$ cat config.mk
export PLATFORM = sky130hd
export DESIGN_NAME = vga_frame_rd_sched
export DESIGN_NICKNAME = d
export VERILOG_FILES = /design/src/rtl/vga_frame_rd_sched.sv
export SDC_FILE = /design/constraint.sdc
export NUM_CORES = 1
export LEC_CHECK = 0
export BUFFER_PORTS_ARGS = -buffer_cell sky130_fd_sc_hd__buf_4
export CORE_MARGIN = 10
export CORE_UTILIZATION = 40
export CTS_CLUSTER_DIAMETER = 50
export DETAILED_ROUTE_END_ITERATION = 10
export MAX_ROUTING_LAYER = met4
export PLACE_DENSITY_LB_ADDON = 0.08
export SLEW_MARGIN = 20
export SYNTH_ARGS = -nofsm -noshare
export SYNTH_HDL_FRONTEND = slang
export SYNTH_SLANG_ARGS = --single-unit
$ cat constraint.sdc
create_clock -name clk -period 2.64 [get_ports clk]
set_input_delay 0.66 -clock clk [delete_from_list [all_inputs] [get_ports clk]]
set_output_delay 0.66 -clock clk [all_outputs]
set_load 0.005 [all_outputs]
$ cat src/rtl/vga_frame_rd_sched.sv
// Frame read scheduler: issues one DDR burst at a time to keep the VGA pixel FIFO filled,
// flushes the FIFO and latches the display buffer at each frame start, and flags underflow.
`timescale 1ns/1ps
module vga_frame_rd_sched #(
    parameter int unsigned       FRAME_PIXELS = 307200,
    parameter int unsigned       BURST_PIX    = 64,
    parameter int unsigned       BURST_BYTES  = 256,
    parameter int unsigned       ADDR_W       = 29,
    parameter logic [ADDR_W-1:0] BASE_ADDR0   = '0,
    parameter logic [ADDR_W-1:0] BASE_ADDR1   = ADDR_W'(32'h0200000),
    parameter int unsigned       FIFO_DEPTH   = 1024,
    parameter int unsigned       LVL_W        = 11,
    parameter int unsigned       FLUSH_CYC    = 4
) (
    input  logic              clk,
    input  logic              rst_n,
    input  logic              vsync,
    input  logic              pix_req,
    input  logic              fifo_empty,
    input  logic [LVL_W-1:0]  fifo_level,
    input  logic              wr_frame_done,
    input  logic              wr_buf,
    output logic              rd_req,
    output logic [ADDR_W-1:0] rd_addr,
    input  logic              rd_ack,
    input  logic              rd_done,
    output logic              fifo_rst,
    output logic              rd_buf_sel,
    output logic              underflow
);
    localparam int unsigned BURSTS = FRAME_PIXELS / BURST_PIX;
    localparam int unsigned CNT_W  = (BURSTS > 1) ? $clog2(BURSTS) : 1;
    localparam int unsigned FL_W   = (FLUSH_CYC > 1) ? $clog2(FLUSH_CYC) : 1;
    localparam int unsigned SUM_W  = LVL_W + 1;

    typedef enum logic [2:0] {S_IDLE, S_FLUSH, S_SPACE, S_REQ, S_WAIT, S_DONE} state_t;

    state_t            state;
    logic              vsync_d;
    logic              frame_start;
    logic              has_space;
    logic              flush_entry;
    logic              latest_buf;
    logic              latest_valid;
    logic              pending_restart;
    logic [CNT_W-1:0]  burst_cnt;
    logic [FL_W-1:0]   flush_cnt;
    logic [ADDR_W-1:0] base_addr;

    assign frame_start = vsync & ~vsync_d;
    // Level sum is one bit wider than the level so it can never wrap.
    assign has_space   = ({1'b0, fifo_level} + SUM_W'(BURST_PIX)) <= SUM_W'(FIFO_DEPTH);
    assign base_addr   = rd_buf_sel ? BASE_ADDR1 : BASE_ADDR0;

    // A burst in flight is never aborted: a restart seen in REQ/WAIT waits for rd_done.
    always_comb begin
        flush_entry = 1'b0;
        case (state)
            S_IDLE, S_SPACE, S_DONE: flush_entry = frame_start;
            S_WAIT:                  flush_entry = rd_done & (pending_restart | frame_start);
            default:                 flush_entry = 1'b0;
        endcase
    end

    always_ff @(posedge clk) begin
        if (!rst_n) begin
            state           <= S_IDLE;
            vsync_d         <= 1'b0;
            latest_buf      <= 1'b0;
            latest_valid    <= 1'b0;
            pending_restart <= 1'b0;
            burst_cnt       <= '0;
            flush_cnt       <= '0;
            rd_req          <= 1'b0;
            rd_addr         <= '0;
            fifo_rst        <= 1'b0;
            rd_buf_sel      <= 1'b0;
            underflow       <= 1'b0;
        end else begin
            vsync_d <= vsync;

            if (wr_frame_done) begin
                latest_buf   <= wr_buf;
                latest_valid <= 1'b1;
            end

            if (flush_entry) begin
                underflow <= 1'b0;
            end else if (pix_req & fifo_empty & ~fifo_rst) begin
                underflow <= 1'b1;
            end

            if (flush_entry) begin
                state           <= S_FLUSH;
                fifo_rst        <= 1'b1;
                flush_cnt       <= '0;
                burst_cnt       <= '0;
                pending_restart <= 1'b0;
                rd_req          <= 1'b0;
                rd_buf_sel      <= latest_valid & latest_buf;
            end else begin
                case (state)
                    S_FLUSH: begin
                        if (flush_cnt == FL_W'(FLUSH_CYC - 1)) begin
                            fifo_rst <= 1'b0;
                            state    <= S_SPACE;
                        end else begin
                            flush_cnt <= flush_cnt + FL_W'(1);
                        end
                    end
                    S_SPACE: begin
                        if (has_space) begin
                            rd_addr <= base_addr + ADDR_W'(burst_cnt) * ADDR_W'(BURST_BYTES);
                            rd_req  <= 1'b1;
                            state   <= S_REQ;
                        end
                    end
                    S_REQ: begin
                        if (frame_start) pending_restart <= 1'b1;
                        if (rd_ack) begin
                            rd_req <= 1'b0;
                            state  <= S_WAIT;
                        end
                    end
                    S_WAIT: begin
                        if (frame_start) pending_restart <= 1'b1;
                        if (rd_done) begin
                            burst_cnt <= burst_cnt + CNT_W'(1);
                            state     <= (burst_cnt == CNT_W'(BURSTS - 1)) ? S_DONE : S_SPACE;
                        end
                    end
                    default: ;
                endcase
            end
        end
    end
endmodule

==> results of run 1 <==
[per-stage QoR]
step | total power, W | hold WS [ps]
CTS | 0.00126 | 464
floorplan | 0.000723 | 430
global placement | 0.000755 | 444
detailed placement | 0.000754 | 447
finish | 0.00125 | 459
global route | 0.00130 | 483
[final timing paths]
kind	from	end	slack [ps]	cells past startpoint
worst min register to register	rd_addr[11]	rd_addr[11]	460	2
worst max register to register	state[0]	state[1]	540	4
worst max-delay path	state[0]	state[1]	540	4
worst min-delay path	rd_addr[11]	rd_addr[11]	460	2
[registers in the layout, indices dropped and copies added, names as in the netlist]
signal,cells
rd_addr,14
burst_cnt,13
state,3
flush_cnt,2
fifo_rst,1
latest_buf,1
latest_valid,1
pending_restart,1
rd_buf_sel,1
rd_req,1
underflow,1
vsync_d,1
[synth_stat cells (all sizes together), types with 2 or more instances]
cell     count
nor2b        3
a21oi        7
o22ai        2
o2bb2ai      2
nand4        4
nor4         6
nand2       36
nor2        20
xnor2        8
o221ai       2
dfxtp       40
and2         2
nor3         3
a211oi       4
buf         20
o31ai        4
nand3        5
mux2i       16
ha           2
or3          2
nand2b       2
or4          2
o21ai        4
inv          6
or2          4
nor3b        2
xor2         2
clkbuf       6
[where the power goes]
part / total [W] / internal, W / switching, W
Combinational: 0.000112 / 0.0000519 / 0.0000599
Sequential: 0.000628 / 0.000614 / 0.0000134
Clock: 0.000507 / 0.000280 / 0.000227
[critical path, delay by kind of cell (launching register included)]
kind            cells  cell delay (ps)
simple gates        1              350
compound gates      3             1080
flops               1              590
[metal layers]
layer  vias up  wire, µm  GRT usage
met5         -         0          -
met4         0        73     0.0352
met3         7       308     0.0383
met2        48      1970      0.157
met1       744      2330      0.148
li1        872         -          -
[cell type report]
type | count | area (µm²) | share of cell area
Inverter | 6 | 22.5 | 0.00924
Sequential cell | 40 | 801 | 0.329
Timing Repair Buffer | 41 | 308 | 0.126
Tap cell | 70 | 87.6 | 0.0359
Clock buffer | 5 | 68.8 | 0.0282
Clock inverter | 3 | 42.5 | 0.0175
Multi-Input combinational cell | 178 | 1110 | 0.454
[kinds of logic after synthesis]
| group | after synthesis | share of synthesized area |
|---|---|---|
| buffers and inverters | 32 | 0.0957 |
| xor gates and xnor gates | 10 | 0.0427 |
| DFF | 40 | 0.390 |
| adders and majority gates | 2 | 0.0122 |
| muxes | 16 | 0.0780 |
| and+or+nand+nor | 101 | 0.257 |
| other | 1 | 0.00183 |
| AOI/OAI and AO/OA | 34 | 0.123 |
==> impl_results.md, run 1 <==
- Unrepaired setup endpoints after global routing: false
- MaxCap Viol Count: 0
- Setup WS pre-CTS: 355 ps
- Resize count post-CTS: 0
- CTS Sinks: 40
- Placer Congestion: 0.791
- Slew Limit Headroom: 0.460
- Wire length per cell: 13.7 µm
- Non-filler cells, final: 343
- First-pass GRT wire length: 7790 µm
- Measured slew at the worst slew-check pin: 807 ps
- Final instance area: 0.00244 mm²
- Max FO, Critical Path: 16
- Antenna Nets Post-Route: 0
- First-iteration detailed-routing DRC count: 97
- Vias: 1671
- Unique masters post-synth: 53
- Req. time, crit path: 2850 ps
- Clock transition at path regs: 80 ps
- Ant diodes: 0
- Status: finished, final reports clean
- Setup TNS: 0 ps
- Fin. max-slew vios: 0
- Slowest stage delay, CP: 720 ps
- Post-CTS setup buffer count: 0
- Crit Path Class: reg -> reg
- Final Skew: 3.80 ps
- DR vias/cell: 4.87
- Largest net degree at the start of global routing: 34
- P_leak: 0.875 nW
- Total Wirelength: 4680 µm
- CTS Buf Count: 5
- Clock Tree Buf Depth: 2
- Predominant post-synthesis flop cell: dfxtp_1
- Io pins: 53
- Fin. Hold Viols: 0
- Commonest non-fill, non-tap cell in the layout: buf_4
- Chip Width: 91.6 µm
- Startpoint Class: flip-flop
- FFs w/ async S/R, synth: 0
- DP Area: 0.00233 mm²
- Average size of a mapped cell: 8.69 µm²
- Synth Warn #: 0
- Layout cell share with drive strength beyond 1: 0.212
- H-tree lvl count: 2
- Die span in y: 91.6 µm
- Crit end category: flip-flop
- Gr ovfl total: 0
- EDFF count, synth: 0
- Most frequent cells in the layout: 41 x buf_4, 40 x dfxtp_1, 36 x nand2_1
- Hold_buf cts: 0
- Tcrit/Tclk final: 0.797
- Placed insts: 335
- Clk_lat worst skew: 290 ps
- Fill cells: 518
- Antenna violations before repair: 0
- CTS tree: done
- Crit path DAT: 2310 ps
- Total GRT Usage: 0.112
- Final setup viols: 0
- Yosys top cell area share: 0.390
- Dpl hpwl: 3520 µm
- Initial core utilization: 0.407
- Yosys reg bits: 40
- Synth area leaders: dfxtp_1 39%, mux2i_1 7.8%, nand2_1 6.6%
- Fmax: 475 MHz
- Pwr Density: 511 mW/mm²
- Fin util: 0.483
- CTS root buffer: clkbuf_8
- Port bufs: 37
- Drt pass-1 iters: 4
- Leading area contributor after synthesis: dfxtp_1
- Number of global-route vias before repair: 1604
- CP cell instances: and4bb_2 -> a2111oi_1 -> o221ai_1 -> o31ai_1
- Min cycle time layout: 2100 ps
- # rows: 26
- Hold Crit Class: reg -> reg
- Cell Area, Synth: 0.00205 mm²
- Die area: 0.00840 mm²
- Core ar.: 0.00504 mm²
- Final setup margin: 536 ps
- VDD IR max: 0.191 mV
- Post-synthesis sequential area ratio: 0.390
- Mapped Cells: 236
- Area grow syn2layout: 18.8%
- DRC: 0
- Slowest stage cell, crit path: a2111oi_1
- Final Net Count: 294
Note: power is estimated with default switching activity, not from simulation.
==> inputs of run 2 (changes only) <==
clock period = 2.05 ns   (was 2.64 ns; I/O delays follow)
==> run 2 against run 1 <==
Effect of this change:
- sequential cell count unchanged
- global-route usage rose by 0.41 points
- hold slack worse by 30 ps
- first-iteration DRC count decreased by 37%
- combinational power rose by 51%
- clock-buffer cell count stayed put
- utilization increased by 2.0 points
- critical endpoint is now burst_cnt[11]
- highest routed layer unchanged
==> impl_results.md, run 2 (synthesized netlist as in run 1, its figures left out) <==
- Status: finished, final reports clean
- CTS Buf Count: 5
- Antenna Nets Post-Route: 0
- Hold Startpoint: vsync
- Fin. max-slew vios: 0
- P_leak: 0.947 nW
- Total Wirelength: 4810 µm
- DRC: 0
- Die area: 0.00840 mm²
- Chip Width: 91.6 µm
- Io pins: 53
- Setup WS pre-CTS: 67.1 ps
- Port bufs: 37
- Antenna violations before repair: 0
- # rows: 26
- Number of global-route vias before repair: 1701
- Final Skew: 4.73 ps
- Max FFs per register: 14
- Fmax: 527 MHz
- Min-Delay Path Depth: 2
- Hold_buf cts: 0
- Vias: 1735
- Unrepaired setup endpoints after global routing: false
- MaxCap Viol Count: 0
- Hold Crit Class: in -> reg
- Most frequent cells in the layout: 55 x buf_4, 40 x dfxtp_1, 36 x nand2_1
- Layout cell share with drive strength beyond 1: 0.253
- Sequential Power Share: 0.540
- Core ar.: 0.00504 mm²
- Crit end category: flip-flop
- Final setup viols: 0
- Reg area: 801 µm²
- Drt pass-1 iters: 4
- Pwr Density: 586 mW/mm²
- Die span in y: 91.6 µm
- Max FO, Critical Path: 10
- Final Net Count: 309
- Clock transition at path regs: 80 ps
- Setup TNS: 0 ps
- H-tree lvl count: 2
- Area grow syn2layout: 23.7%
- Non-filler cells, final: 358
- Final setup margin: 153 ps
- Crit path DAT: 2130 ps
- Total internal power: 0.00111 W
- P_sw: 0.000378 W
- Combinational fraction of design power: 0.114
- Fin. Hold Viols: 0
- Post-CTS setup buffer count: 0
- CTS Sinks: 40
- Reg2reg start: state[1]
- Clock network fraction of total power: 0.346
- Clock Tree Buf Depth: 2
- Ant diodes: 0
- Power, Total: 0.00149 W
- Reg2reg path depth: 4
- Clk_lat worst skew: 290 ps
- Commonest non-fill, non-tap cell in the layout: buf_4
- Total GRT Usage: 0.117
- Placed insts: 350
- Largest registers: rd_addr: 14 flops, burst_cnt: 13 flops, state: 3 flops
- First-iteration detailed-routing DRC count: 61
- DR vias/cell: 4.85
- Wire length per cell: 13.4 µm
- Largest net degree at the start of global routing: 29
- First-pass GRT wire length: 7930 µm
- Resize count post-CTS: 0
- Dpl hpwl: 3710 µm
- Combined area of the multi-input logic cells: 0.00111 mm²
- Top reg by flops: rd_addr
- Gr ovfl total: 0
- VDD IR max: 0.256 mV
- Fill cells: 512
- Initial core utilization: 0.407
- CTS root buffer: clkbuf_8
- Slew Limit Headroom: 0.636
- CTS tree: done
- Startpoint Class: flip-flop
- Req. time, crit path: 2280 ps
- Tcrit/Tclk final: 0.926
- Switching part of the total: 0.254
- Crit Path Class: reg -> reg
- Placer Congestion: 0.768
- Min cycle time layout: 1900 ps
- Measured slew at the worst slew-check pin: 538 ps
- Setup crit start: state[1]
[run 2: final timing paths]
| check | slack [ps] | endpoint |
|---|---|---|
| max | 150 | burst_cnt[11] |
| min | 430 | vsync_d |
| max reg2reg | 150 | burst_cnt[11] |
| min reg2reg | 460 | rd_addr[11] |
[run 2: worst max-delay path, stage by stage, from the launching register on]
cell       delay (ps)
dfxtp_1           410
nand4bb_1         330
or3_4             460
or4_1             500
a21oi_1           140
[run 2: per-stage QoR]
step / hold slack (ps) / cell area (µm²) / util
floorplan: 430 / 2100 / -
global placement: 444 / 2450 / 0.486
detailed placement: 448 / 2450 / 0.486
CTS: 422 / 2540 / 0.503
global route: 440 / 2540 / 0.503
finish: 429 / 2540 / 0.503
[run 2: power groups by stage]
stage / Sequential (W) / Clock [W] / Combinational [W]
finish: 0.000803 / 0.000515 / 0.000169
detailed placement: 0.000822 / 0 / 0.000168
global route: 0.000805 / 0.000564 / 0.000187
floorplan: 0.000818 / 0 / 0.000114
global placement: 0.000822 / 0 / 0.000166
CTS: 0.000803 / 0.000544 / 0.000169
[run 2: metal layers]
layer	vias up	GRT usage	part of all wire
li1	900	-	-
met1	791	0.140	0.49
met2	36	0.178	0.44
met3	8	0.0350	0.057
met4	0	0.0457	0.014
met5	-	-	0
[run 2: area by class of cell]
cell class,count,area share
multi-input combinational,178,0.436
clock inverter,3,0.00739
clock buffer,5,0.0271
inverter,6,0.00887
tap,70,0.0345
timing repair buffer,56,0.171
sequential,40,0.315
==> inputs of run 3 (changes only) <==
RECOVER_POWER = 100   (was not set)
==> run 3 against run 2 <==
Effect of this change:
- maximum frequency down 0.60%
- routed wire length about the same
- clock power about the same
- hold slack worse by 0.91 ps
- first-iteration DRC count up 25%
- critical path type unchanged
==> impl_results.md, run 3 (synthesized netlist as in run 1, its figures left out) <==
- Fin. Hold Viols: 0
- Hold Startpoint: vsync
- Crit Path Class: reg -> reg
- CP bufs+invs: 0
- Dpl hpwl: 3710 µm
- Top reg by flops: rd_addr
- DRC: 0
- Tcrit/Tclk final: 0.931
- Most frequent cells in the layout: 40 x dfxtp_1, 36 x nand2_1, 33 x buf_4
- Fin util: 0.496
- Post-CTS setup buffer count: 0
- DR vias/cell: 4.85
- Die area: 0.00840 mm²
- Startpoint Class: flip-flop
- Setup crit start: state[1]
- Total Wirelength: 4810 µm
- Total GRT Usage: 0.117
- CTS tree: done
- Final setup viols: 0
- Hold Crit Class: in -> reg
- Flop-to-flop setup slack: 140 ps
- Slowest stage delay, CP: 510 ps
- Wire length per cell: 13.4 µm
- First-iteration detailed-routing DRC count: 76
- Layout cell share with drive strength beyond 1: 0.229
- # rows: 26
- Initial core utilization: 0.407
- P_leak: 0.922 nW
- Number of global-route vias before repair: 1701
- Reg2reg path depth: 4
- Core ar.: 0.00504 mm²
- Setup WS pre-CTS: 67.1 ps
- Reg2reg start: state[1]
- Req. time, crit path: 2280 ps
- Measured slew at the worst slew-check pin: 539 ps
- Chip Width: 91.6 µm
- Resize count post-CTS: 0
- Status: finished, final reports clean
- Clk_lat worst skew: 290 ps
- Placer Congestion: 0.768
- Crit end category: flip-flop
- Gr ovfl total: 0
- Final Skew: 4.48 ps
- Io pins: 53
- Largest net degree at the start of global routing: 29
- CTS Buf Count: 5
- H-tree lvl count: 2
- Pwr Density: 591 mW/mm²
- Vias: 1736
- Top delay family on crit path: simple AND/OR/NAND/NOR gates
- VDD IR max: 0.256 mV
- Port bufs: 37
- CTS Sinks: 40
- Hold WS: 428 ps
- Crit path DAT: 2140 ps
- CTS root buffer: clkbuf_8
- Clock Tree Buf Depth: 2
- Clock transition at path regs: 80 ps
- CP cell instances: nand4bb_1 -> or3_1 -> or4_1 -> a21oi_1
- Drt pass-1 iters: 4
- Fmax: 524 MHz
- Fin. max-slew vios: 0
- Capturing point of the worst reg2reg path: burst_cnt[11]
- Slew Limit Headroom: 0.636
- Area grow syn2layout: 22.0%
- Ant diodes: 0
- Commonest non-fill, non-tap cell in the layout: dfxtp_1
- Die span in y: 91.6 µm
- Slowest stage cell, crit path: or4_1
- Max FFs per register: 14
- MaxCap Viol Count: 0
- Largest registers: rd_addr: 14 flops, burst_cnt: 13 flops, state: 3 flops
- Final setup margin: 141 ps
- Unrepaired setup endpoints after global routing: false
- Hold_buf cts: 0
- Final Net Count: 309
- Antenna violations before repair: 0
- Min cycle time layout: 1910 ps
- Setup TNS: 0 ps
- Max FO, Critical Path: 10
- First-pass GRT wire length: 7930 µm
- Antenna Nets Post-Route: 0
- CP Depth: 4
- Worst Setup EP: burst_cnt[11]
- Fill cells: 521
## run 3: cell count changes in the layout (fill, tap and decap cells not counted)
| cell | previous run | this run |
|---|---|---|
| a2111oi_1 | 1 | 0 |
| clkbuf_4 | 0 | 17 |
| and4bb_2 | 1 | 0 |
| or3_4 | 1 | 0 |
| a211oi_4 | 1 | 0 |
| buf_2 | 0 | 1 |
| or3_1 | 1 | 2 |
| a211oi_1 | 3 | 4 |
| clkbuf_1 | 0 | 4 |
| and4bb_1 | 0 | 1 |
| a2111oi_0 | 0 | 1 |
| buf_4 | 55 | 33 |
## run 3: worst register-to-register path, stage by stage (launching register included)
cell and delay (ps):
dfxtp_1 400, nand4bb_1 330, or3_1 470, or4_1 510
a21oi_1 140
## run 3: power breakdown
group	leakage (nW)	internal (W)	switching (W)
clock	0.0479	0.000237	0.000279
sequential	0.324	0.000791	0.0000119
combinational	0.550	0.0000754	0.0000849
total	0.922	0.00110	0.000376
## run 3: worst min path at each step
| stage | endpoint | cells after the start |
|---|---|---|
| floorplan | latest_valid | 2 |
| global placement | rd_addr[11] | 2 |
| detailed placement | rd_addr[11] | 2 |
| CTS | vsync_d | 2 |
| global route | vsync_d | 2 |
| finish | vsync_d | 2 |
## run 3: through the flow
| step | total power, W | cells | instance area, µm² |
|---|---|---|---|
| floorplan | 0.000931 | 250 | 2100 |
| global placement | 0.000988 | 350 | 2450 |
| detailed placement | 0.000990 | 350 | 2450 |
| CTS | 0.00152 | 358 | 2540 |
| global route | 0.00155 | 358 | 2500 |
| finish | 0.00148 | 358 | 2500 |
## run 3: routing by layer
layer	global-route usage	wire length, µm	up-vias	share of wire
met5	-	0	-	0
met4	0.0457	69	0	0.014
met3	0.0350	263	8	0.055
met2	0.178	2100	35	0.44
met1	0.140	2380	790	0.49
li1	-	-	903	-
## run 3: layout make-up
class | instances | area [µm²] | share of cell area
flip-flops and latches | 40 | 801 | 0.320
clock inverters | 3 | 18.8 | 0.00750
inverters | 6 | 22.5 | 0.00900
repair buffers | 56 | 415 | 0.166
multi-input cells | 178 | 1090 | 0.435
well taps | 70 | 87.6 | 0.0350
clock buffers | 5 | 68.8 | 0.0275
